### config.mk
export PLATFORM = sky130hd
export DESIGN_NAME = seg_approx_mult_pipe
export DESIGN_NICKNAME = d
export VERILOG_FILES = /design/src/rtl/seg_approx_mult_pipe.sv
export SDC_FILE = /design/constraint.sdc
export NUM_CORES = 1
export LEC_CHECK = 0
export BUFFER_PORTS_ARGS = -buffer_cell sky130_fd_sc_hd__buf_2
export CAP_MARGIN = 25
export CORE_MARGIN = 4
export CORE_UTILIZATION = 55
export CTS_BUF_LIST = sky130_fd_sc_hd__clkbuf_8 sky130_fd_sc_hd__clkbuf_16
export CTS_CLUSTER_SIZE = 30
export DETAILED_ROUTE_END_ITERATION = 16
export HOLD_SLACK_MARGIN = 0.12
export PLACE_DENSITY = 0.78
export SKIP_CTS_REPAIR_TIMING = 1
export SYNTH_ARGS = -nofsm -noshare
export SYNTH_HDL_FRONTEND = slang
export SYNTH_SLANG_ARGS = --single-unit
### constraint.sdc
create_clock -name clk -period 6.2 [get_ports clk]
set_input_delay 0.62 -clock clk [delete_from_list [all_inputs] [get_ports clk]]
set_output_delay 0.62 -clock clk [all_outputs]
set_load 0.01 [all_outputs]
### src/rtl/seg_approx_mult_pipe.sv
// Pipelined dynamic-segment approximate unsigned multiplier.
// Stage 1: leading-one detect and segment extraction.
// Stage 2: segment multiply.
// Stage 3: shift the product back into place.
// Valid/ready handshakes on both sides. Internal stages collapse bubbles.
module seg_approx_mult_pipe #(
  parameter int WIDTH   = 16,
  parameter int SEG_MAX = 8,
  parameter int SEG_MIN = 5
) (
  input  logic               clk,
  input  logic               rst,
  input  logic               in_valid,
  output logic               in_ready,
  input  logic [WIDTH-1:0]   in_a,
  input  logic [WIDTH-1:0]   in_b,
  input  logic [1:0]         in_mode,
  output logic               out_valid,
  input  logic               out_ready,
  output logic [2*WIDTH-1:0] out_y,
  output logic               out_approx
);

  localparam int KW = $clog2(WIDTH);  // width of a bit index / shift amount
  localparam int PW = 2 * WIDTH;

  typedef enum logic [1:0] {
    MODE_EXACT     = 2'b00,
    MODE_FIXED_MAX = 2'b01,
    MODE_DYNAMIC   = 2'b10,
    MODE_FIXED_MIN = 2'b11
  } mode_e;

  // Index of the most significant set bit; 0 for a zero operand.
  function automatic logic [KW-1:0] lead_one(input logic [WIDTH-1:0] v);
    lead_one = '0;
    for (int i = 0; i < WIDTH; i++) begin
      if (v[i]) lead_one = KW'(i);
    end
  endfunction

  // Number of low bits discarded when keeping an s-bit segment that starts at bit k.
  function automatic logic [KW-1:0] seg_shift(input logic [KW-1:0] k, input int s);
    if (int'(k) >= s) return KW'(int'(k) - s + 1);
    else              return '0;
  endfunction

  // Stage 1 combinational terms
  logic [KW-1:0]    k_a, k_b, sh_a, sh_b;
  logic [WIDTH-1:0] seg_a, seg_b;
  logic             approx_c;
  int               p, s_dyn, seg_w;

  // Pipeline registers
  logic             s1_valid, s2_valid;
  logic [WIDTH-1:0] s1_seg_a, s1_seg_b;
  logic [KW-1:0]    s1_sh_a, s1_sh_b;
  logic             s1_approx;
  logic [PW-1:0]    s2_prod;
  logic [KW:0]      s2_shift;
  logic             s2_approx;

  // Stage load enables: the output stage advances when drained or empty,
  // each earlier stage also loads whenever the stage after it is empty.
  logic en1, en2, en3;
  assign en3      = out_ready || !out_valid;
  assign en2      = en3 || !s2_valid;
  assign en1      = en2 || !s1_valid;
  assign in_ready = !s1_valid || en3;

  // Leading-one detect, segment width selection and segment extraction
  always_comb begin
    // NOTE: every variable gets a default first so no path leaves it unassigned (no latch).
    seg_w = WIDTH;
    k_a   = lead_one(in_a);
    k_b   = lead_one(in_b);
    p     = (k_a > k_b) ? int'(k_a) : int'(k_b);
    s_dyn = p - WIDTH + SEG_MAX + 3;
    if (s_dyn < SEG_MIN)      s_dyn = SEG_MIN;
    else if (s_dyn > SEG_MAX) s_dyn = SEG_MAX;
    case (in_mode)
      MODE_EXACT:     seg_w = WIDTH;  // k < WIDTH always, so nothing is truncated
      MODE_FIXED_MAX: seg_w = SEG_MAX;
      MODE_DYNAMIC:   seg_w = s_dyn;
      MODE_FIXED_MIN: seg_w = SEG_MIN;
      default:        seg_w = WIDTH;
    endcase
    sh_a  = seg_shift(k_a, seg_w);
    sh_b  = seg_shift(k_b, seg_w);
    seg_a = in_a >> sh_a;
    seg_b = in_b >> sh_b;
    // A zero operand yields an exact zero product, so it never counts as approximate.
    approx_c = (in_mode != MODE_EXACT) && ((sh_a != '0) || (sh_b != '0)) &&
               (in_a != '0) && (in_b != '0);
  end

  // Valid bits and output registers; output data only changes with a real beat
  always_ff @(posedge clk) begin
    // NOTE: sequential state uses non-blocking assignments so all registers update together.
    if (rst) begin
      s1_valid   <= 1'b0;
      s2_valid   <= 1'b0;
      out_valid  <= 1'b0;
      out_y      <= '0;
      out_approx <= 1'b0;
    end else begin
      if (en1) s1_valid <= in_valid && in_ready;
      if (en2) s2_valid <= s1_valid;
      if (en3) begin
        out_valid <= s2_valid;
        if (s2_valid) begin
          out_y      <= s2_prod << s2_shift;
          out_approx <= s2_approx;
        end
      end
    end
  end

  // Datapath registers behind the valid bits
  always_ff @(posedge clk) begin
    // NOTE: datapath registers carry no reset; their valid bit marks them as meaningless.
    if (en1) begin
      s1_seg_a  <= seg_a;
      s1_seg_b  <= seg_b;
      s1_sh_a   <= sh_a;
      s1_sh_b   <= sh_b;
      s1_approx <= approx_c;
    end
    if (en2) begin
      s2_prod   <= PW'(s1_seg_a) * PW'(s1_seg_b);
      s2_shift  <= (KW + 1)'(s1_sh_a) + (KW + 1)'(s1_sh_b);
      s2_approx <= s1_approx;
    end
  end

endmodule

==> run metrics, run 1 <==
drc violations 0; Async S/R FF share, synth 0%; remaining antenna violation count after routing 0; Least-Margin Pin Slew a little over 1 ns; critical path fanouts, max 7; Tmin final approximately 6.4 ns; r2r setup slk -0.23 ns; Die Ht ~180 um; setup violators final 6; Die ar. roughly 0.033 sq mm; area grow syn2layout 24.59%; RSZ-0062 raised after global routing true; CTS H-Tree Depth 4; status finished, violations left; CP Launch Type flip-flop; initial core utilization between 50 and 60%; largest net degree at the start of global routing 44; area of the multi-input gates 0.01254 sq mm; # nets final about 2400; Netlist Area Pre-Place about 0.016 sq mm; layout filler cell count a little over 2000; WL final ~45000 um; global-route wire length before repair ~71000 um; Distinct cells, synth 84; Critical Path End Type flip-flop; layout cell share with drive strength beyond 1 27.21%; WL/cell about 18 um; Post-synth EDFFs 79; via count between 10000 and 15000; Synth Net Count around 2100; number of global-route vias before repair 14690; Mapped Cells roughly 1800; Setup Skew ~0.015 ns; vias per inst about 5.9; CTS root buffer clkbuf_16; Synth Flop Type edfxtp_1; critical path arrival roughly 6.6 ns; register area between 0.003 and 0.004 sq mm; synthesized area per cell 9.220 sq um; Max-cap violations 0; yosys warns 0; Pre-Repair DR Iteration Count 8; Setup Crit Path Kind flip-flop to flip-flop; ANT cells 0; CTS max path bufs 2; Post-Layout Cell Count between 2000 and 2500; CTS tree yes; TNS Setup -0.7899 ns; Die X approximately 180 um; initial antenna violation count 0; Congestion Overflow GR 0; port buffer count between 70 and 80; GRT Util Overall 26.06%; Setup WS post-layout -0.2299 ns; DRT iter0 DRCs approximately 1200; period utilisation layout 103.7%; dpl cells 2400; final core utilization between 70% and 80%; worst min path class flip-flop to flip-flop; Core Rows 62; I/O pin count 73; Max transition margin 30.86%; Hold Fails Final Rpt 0; Yosys reg bits ~120; Sink Count 115; failing checks setup timing; sequential fraction of the synthesis area about a fifth; core area 0.02901 sq mm; GPL Wtd Cong roughly 0.95; Clk pin slew, worst setup/hold paths 0.06 ns; detailed placement HPWL around 34000 um; CP Data Required Time 6.37 ns; Clock Latency Late Sink about 0.43 ns; Slew Viols, Final 0; Num CTS Buffers 17; Max Freq 0.1555 GHz
[routing by layer]
layer / track usage [%] / vias to the layer above / wire length, um
met3: 2.927 / 168 / 2719
met1: 31.10 / 7091 / 16890
met4: 10.83 / 0 / 2056
met5: 0 / - / 0
met2: 47.77 / 646 / 23370
li1: - / 6540 / -
[cell usage in the layout, fill, tap and decap left out, types with 7 or more instances in the layout]
cell,instances
and3_1,7
buf_4,270
a21o_1,17
inv_1,249
nor2b_1,19
ha_1,112
nand4_1,8
nand2_1,208
o21bai_1,7
mux2_2,14
inv_2,12
a31oi_1,10
a211o_1,7
nor2_1,96
mux4_2,24
nor3_1,22
dfxtp_1,36
buf_2,71
nand2b_1,17
a211oi_1,30
fa_1,198
nand3_1,16
nor2_2,7
a22oi_1,17
o22ai_1,10
edfxtp_1,79
a211oi_2,7
o211ai_1,13
nand2_2,7
a21oi_1,51
o21ai_1,7
xor2_1,7
xnor2_1,23
buf_6,18
mux2i_1,43
and2_1,117
o21ai_0,33
clkbuf_16,17
ha_4,14
[cells by family (layout without fill, tap and decap cells)]
logic type,after synthesis,after routing,synth area share [%]
DFF,115,115,18.94
AOI/OAI and AO/OA,287,287,12.44
muxes,84,84,7.103
buffers and inverters,350,658,8.283
and+or+nand+nor,573,574,17.11
xor gates and xnor gates,33,33,1.770
adders and majority gates,329,329,34.36
[worst max-delay path, cell delays in order (launching register included)]
cell,delay [ns]
edfxtp_1,0.55
buf_6,0.20
and2_1,0.17
fa_1,0.51
inv_1,0.06
fa_1,0.53
inv_1,0.06
fa_1,0.45
ha_1,0.33
fa_1,0.50
inv_1,0.05
fa_1,0.49
inv_1,0.07
ha_4,0.28
a21oi_1,0.08
o21a_1,0.24
o22ai_2,0.20
buf_4,0.16
a21oi_2,0.03
and3_4,0.20
o31a_1,0.26
a211o_1,0.33
o21bai_1,0.19
a21oi_2,0.08
xnor2_1,0.14
[layout make-up]
type                            count  area share, %
Tap cell                          384          2.362
Multi-Input combinational cell   1307          61.62
Clock inverter                     15         0.8118
Timing Repair Buffer              363          13.03
Clock buffer                       17          2.091
Inverter                          263          4.883
Sequential cell                   115          15.20
[synth_stat cells, types with 35 or more instances]
library cell | instances | share of area [%]
a21oi_1 | 57 | 1.7
inv_1 | 259 | 6.0
a211oi_1 | 35 | 1.6
clkbuf_1 | 69 | 1.6
edfxtp_1 | 79 | 15
mux2i_1 | 45 | 2.8
nor2_1 | 102 | 2.3
fa_1 | 199 | 24
dfxtp_1 | 36 | 4.4
ha_1 | 130 | 10
nand2_1 | 214 | 4.9
and2_1 | 117 | 4.5
o21ai_0 | 43 | 1.3
[sequential cells by signal, indices dropped and copies added, names as in the netlist]
| name | cells |
|---|---|
| out_approx | 1 |
| out_valid | 1 |
| out_y | 32 |
| s1_approx | 1 |
| s1_seg_a | 16 |
| s1_seg_b | 16 |
| s1_sh_a | 4 |
| s1_sh_b | 4 |
| s1_valid | 1 |
| s2_approx | 1 |
| s2_prod | 32 |
| s2_shift | 5 |
| s2_valid | 1 |
[path summary, 6_finish.rpt]
kind,startpoint,endpoint,cells after the start
setup / recovery,s1_seg_a[8],s2_prod[31],24
hold reg to reg,out_approx,out_approx,2
hold / removal,out_approx,out_approx,2
setup reg to reg,s1_seg_a[8],s2_prod[31],24
[through the flow]
step	area [sq um]	hold WS (ns)	setup WS [ns]
floorplan	16500	0.4003	-0.002839
global placement	18910	0.4419	-0.4645
detailed placement	18930	0.4551	-0.6599
CTS	19520	0.4634	-0.3823
global route	20340	0.4815	-0.4366
finish	20340	0.4574	-0.2299
Power of run 1 is left out: the tool's default activity adds up to more than one toggle a clock period on the data nets, which glitch-free logic cannot reach.
==> run 2: changes to the inputs <==
PLACE_DENSITY = 0.75   (was 0.78)
==> run metrics, run 2 (synthesized netlist as in run 1, its figures left out) <==
most frequent cells in the layout buf_4 (288), inv_1 (249), nand2_1 (203) (was buf_4 (270), inv_1 (249), nand2_1 (208)); Sink Count 115 (unchanged); initial antenna violation count 0 (unchanged); Max transition margin 31.30% (was 30.86%); vias per inst 5.752 (was 5.862); Pre-Repair DR Iteration Count 5 (was 8); Clk pin slew, worst setup/hold paths 0.06 ns (about the same); Max-cap violations 0 (unchanged); Slowest cell on crit path fa_2 (was edfxtp_1); CTS root buffer clkbuf_16 (unchanged); ANT cells 0 (unchanged); Hold Fails Final Rpt 0 (unchanged); period utilisation layout 103.9% (was 103.7%); failing checks setup timing (unchanged); Setup WS post-layout -0.2422 ns (was -0.2299 ns); CP Launch Type flip-flop (unchanged); Slew Viols, Final 0 (unchanged); drc violations 0 (unchanged); largest net degree at the start of global routing 44 (unchanged); core area 0.02901 sq mm (unchanged); crit path cell chain buf_4 > nand2_2 > fa_1 > inv_2 > fa_1 > inv_1 > fa_1 > inv_2 > fa_1 > inv_2 > fa_1 > inv_2 > fa_2 > ha_4 > a21o_1 > a21oi_4 > o22ai_4 > nor3_4 > o21ai_2 > or4_1 > a31o_2 > a21o_1 > a21oi_2 > xnor2_1 (was buf_6 > and2_1 > fa_1 > inv_1 > fa_1 > inv_1 > fa_1 > ha_1 > fa_1 > inv_1 > fa_1 > inv_1 > ha_4 > a21oi_1 > o21a_1 > o22ai_2 > buf_4 > a21oi_2 > and3_4 > o31a_1 > a211o_1 > o21bai_1 > a21oi_2 > xnor2_1); DRT iter0 DRCs 1015 (was 1179); area of the multi-input gates 0.01257 sq mm (was 0.01254 sq mm); GRT Util Overall 26.14% (was 26.06%); initial core utilization 56.28% (unchanged); CTS max path bufs 2 (unchanged); Die Ht 180.3 um (unchanged); critical path arrival 6.61 ns (was 6.60 ns); hold path depth 0 (was 2); reg2reg path depth 24 (unchanged); Placed Instance Area 0.01904 sq mm (was 0.01893 sq mm); Setup Crit Path Kind flip-flop to flip-flop (unchanged); status finished, violations left (unchanged); cell area after layout 0.02061 sq mm (was 0.02034 sq mm); most common cell after layout, fill and taps aside buf_4 (unchanged); # nets final 2460 (was 2434); dpl cells 2413 (was 2400); via count 14320 (was 14450); layout cell share with drive strength beyond 1 28.92% (was 27.21%); critical path fanouts, max 5 (was 7); Post-Layout Cell Count 2490 (was 2464); CTS H-Tree Depth 4 (unchanged); layout filler cell count 2062 (was 2027); Tmin final 6.442 ns (was 6.430 ns); CP most frequent cell fa_1 (unchanged); Die ar. 0.03251 sq mm (unchanged); Critical Path End Type flip-flop (unchanged); Fin Hold WS 0.4574 ns (about the same); Congestion Overflow GR 0 (unchanged); global-route wire length before repair 70600 um (was 70540 um); Setup Skew 0.01360 ns (was 0.01473 ns); worst min path class flip-flop to flip-flop (unchanged); number of global-route vias before repair 14600 (was 14690); Least-Margin Pin Slew 1.027 ns (was 1.033 ns); r2r setup slk -0.24 ns (was -0.23 ns); WL/cell 18.21 um (was 18.28 um); Largest regs out_y: 32 flops, s2_prod: 32 flops (unchanged); CTS tree yes (unchanged); port buffer count 72 (unchanged); max incr delay on CP 0.59 ns (was 0.55 ns); CP Data Required Time 6.37 ns (about the same); Clock Latency Late Sink 0.42 ns (was 0.43 ns); detailed placement HPWL 34810 um (was 34420 um); RSZ-0062 raised after global routing true (unchanged); register area 0.003093 sq mm (unchanged); remaining antenna violation count after routing 0 (unchanged); GPL Wtd Cong 0.9727 (was 0.9496); WL final 45350 um (was 45040 um); Die X 180.3 um (unchanged); setup violators final 5 (was 6); Core Rows 62 (unchanged); Max Freq 0.1552 GHz (was 0.1555 GHz); I/O pin count 73 (unchanged); Num CTS Buffers 17 (unchanged); area grow syn2layout 26.23% (was 24.59%)
==> run 2: cell count changes in the layout (fill, tap and decap cells not counted), moves of 3 or more <==
cell,change
nand2_1,-5
fa_2,+6
clkinv_2,+3
buf_6,+6
buf_4,+18
buf_12,+4
inv_8,-4
clkinv_8,-3
ha_1,+3
inv_4,+4
nand2_2,+3
a21oi_1,-4
fa_1,-6
a21oi_2,+5
==> run 2: worst paths after layout <==
check	to	start
hold / removal	s2_approx	s1_approx
hold reg to reg	s2_approx	s1_approx
setup / recovery	s2_prod[30]	s1_seg_a[8]
setup reg to reg	s2_prod[30]	s1_seg_a[8]
==> run 2: cell type report <==
class,count,share of cell area (%)
clock buffer,18,2.185
clock inverter,14,0.4856
inverter,263,4.814
multi-input combinational,1306,60.97
sequential,115,15.01
tap,384,2.331
timing repair buffer,390,14.20
==> run 2: metrics by stage <==
stage               setup slack, ns  utilization, %    TNS, ns
CTS                         -0.4339           67.51     -1.747
global placement            -0.3333           65.62     -5.384
global route                -0.3944           71.05     -2.868
detailed placement          -0.4479           65.62     -11.60
finish                      -0.2422           71.05    -0.6688
floorplan                 -0.002839               -  -0.002839
==> run 2: critical path: cells and delay by family (launching register included) <==
family	cells	cell delay, ns
AND/OR/NAND/NOR	3	0.72
AO/OA/AOI/OAI	7	1.10
buffers and inverters	6	0.40
XOR/XNOR	1	0.08
flip-flops	1	0.52
adder cells (fa/ha/maj)	7	3.34
==> run 2: per-layer routing <==
layer | vias up | global-route usage, % | share of wire, %
met5 | - | 0 | 0
met3 | 164 | 3.250 | 4.9
met1 | 7056 | 31.75 | 39
met2 | 514 | 47.10 | 51
met4 | 0 | 10.71 | 5.0
li1 | 6589 | - | -
Power of run 2 is left out for the same reason.
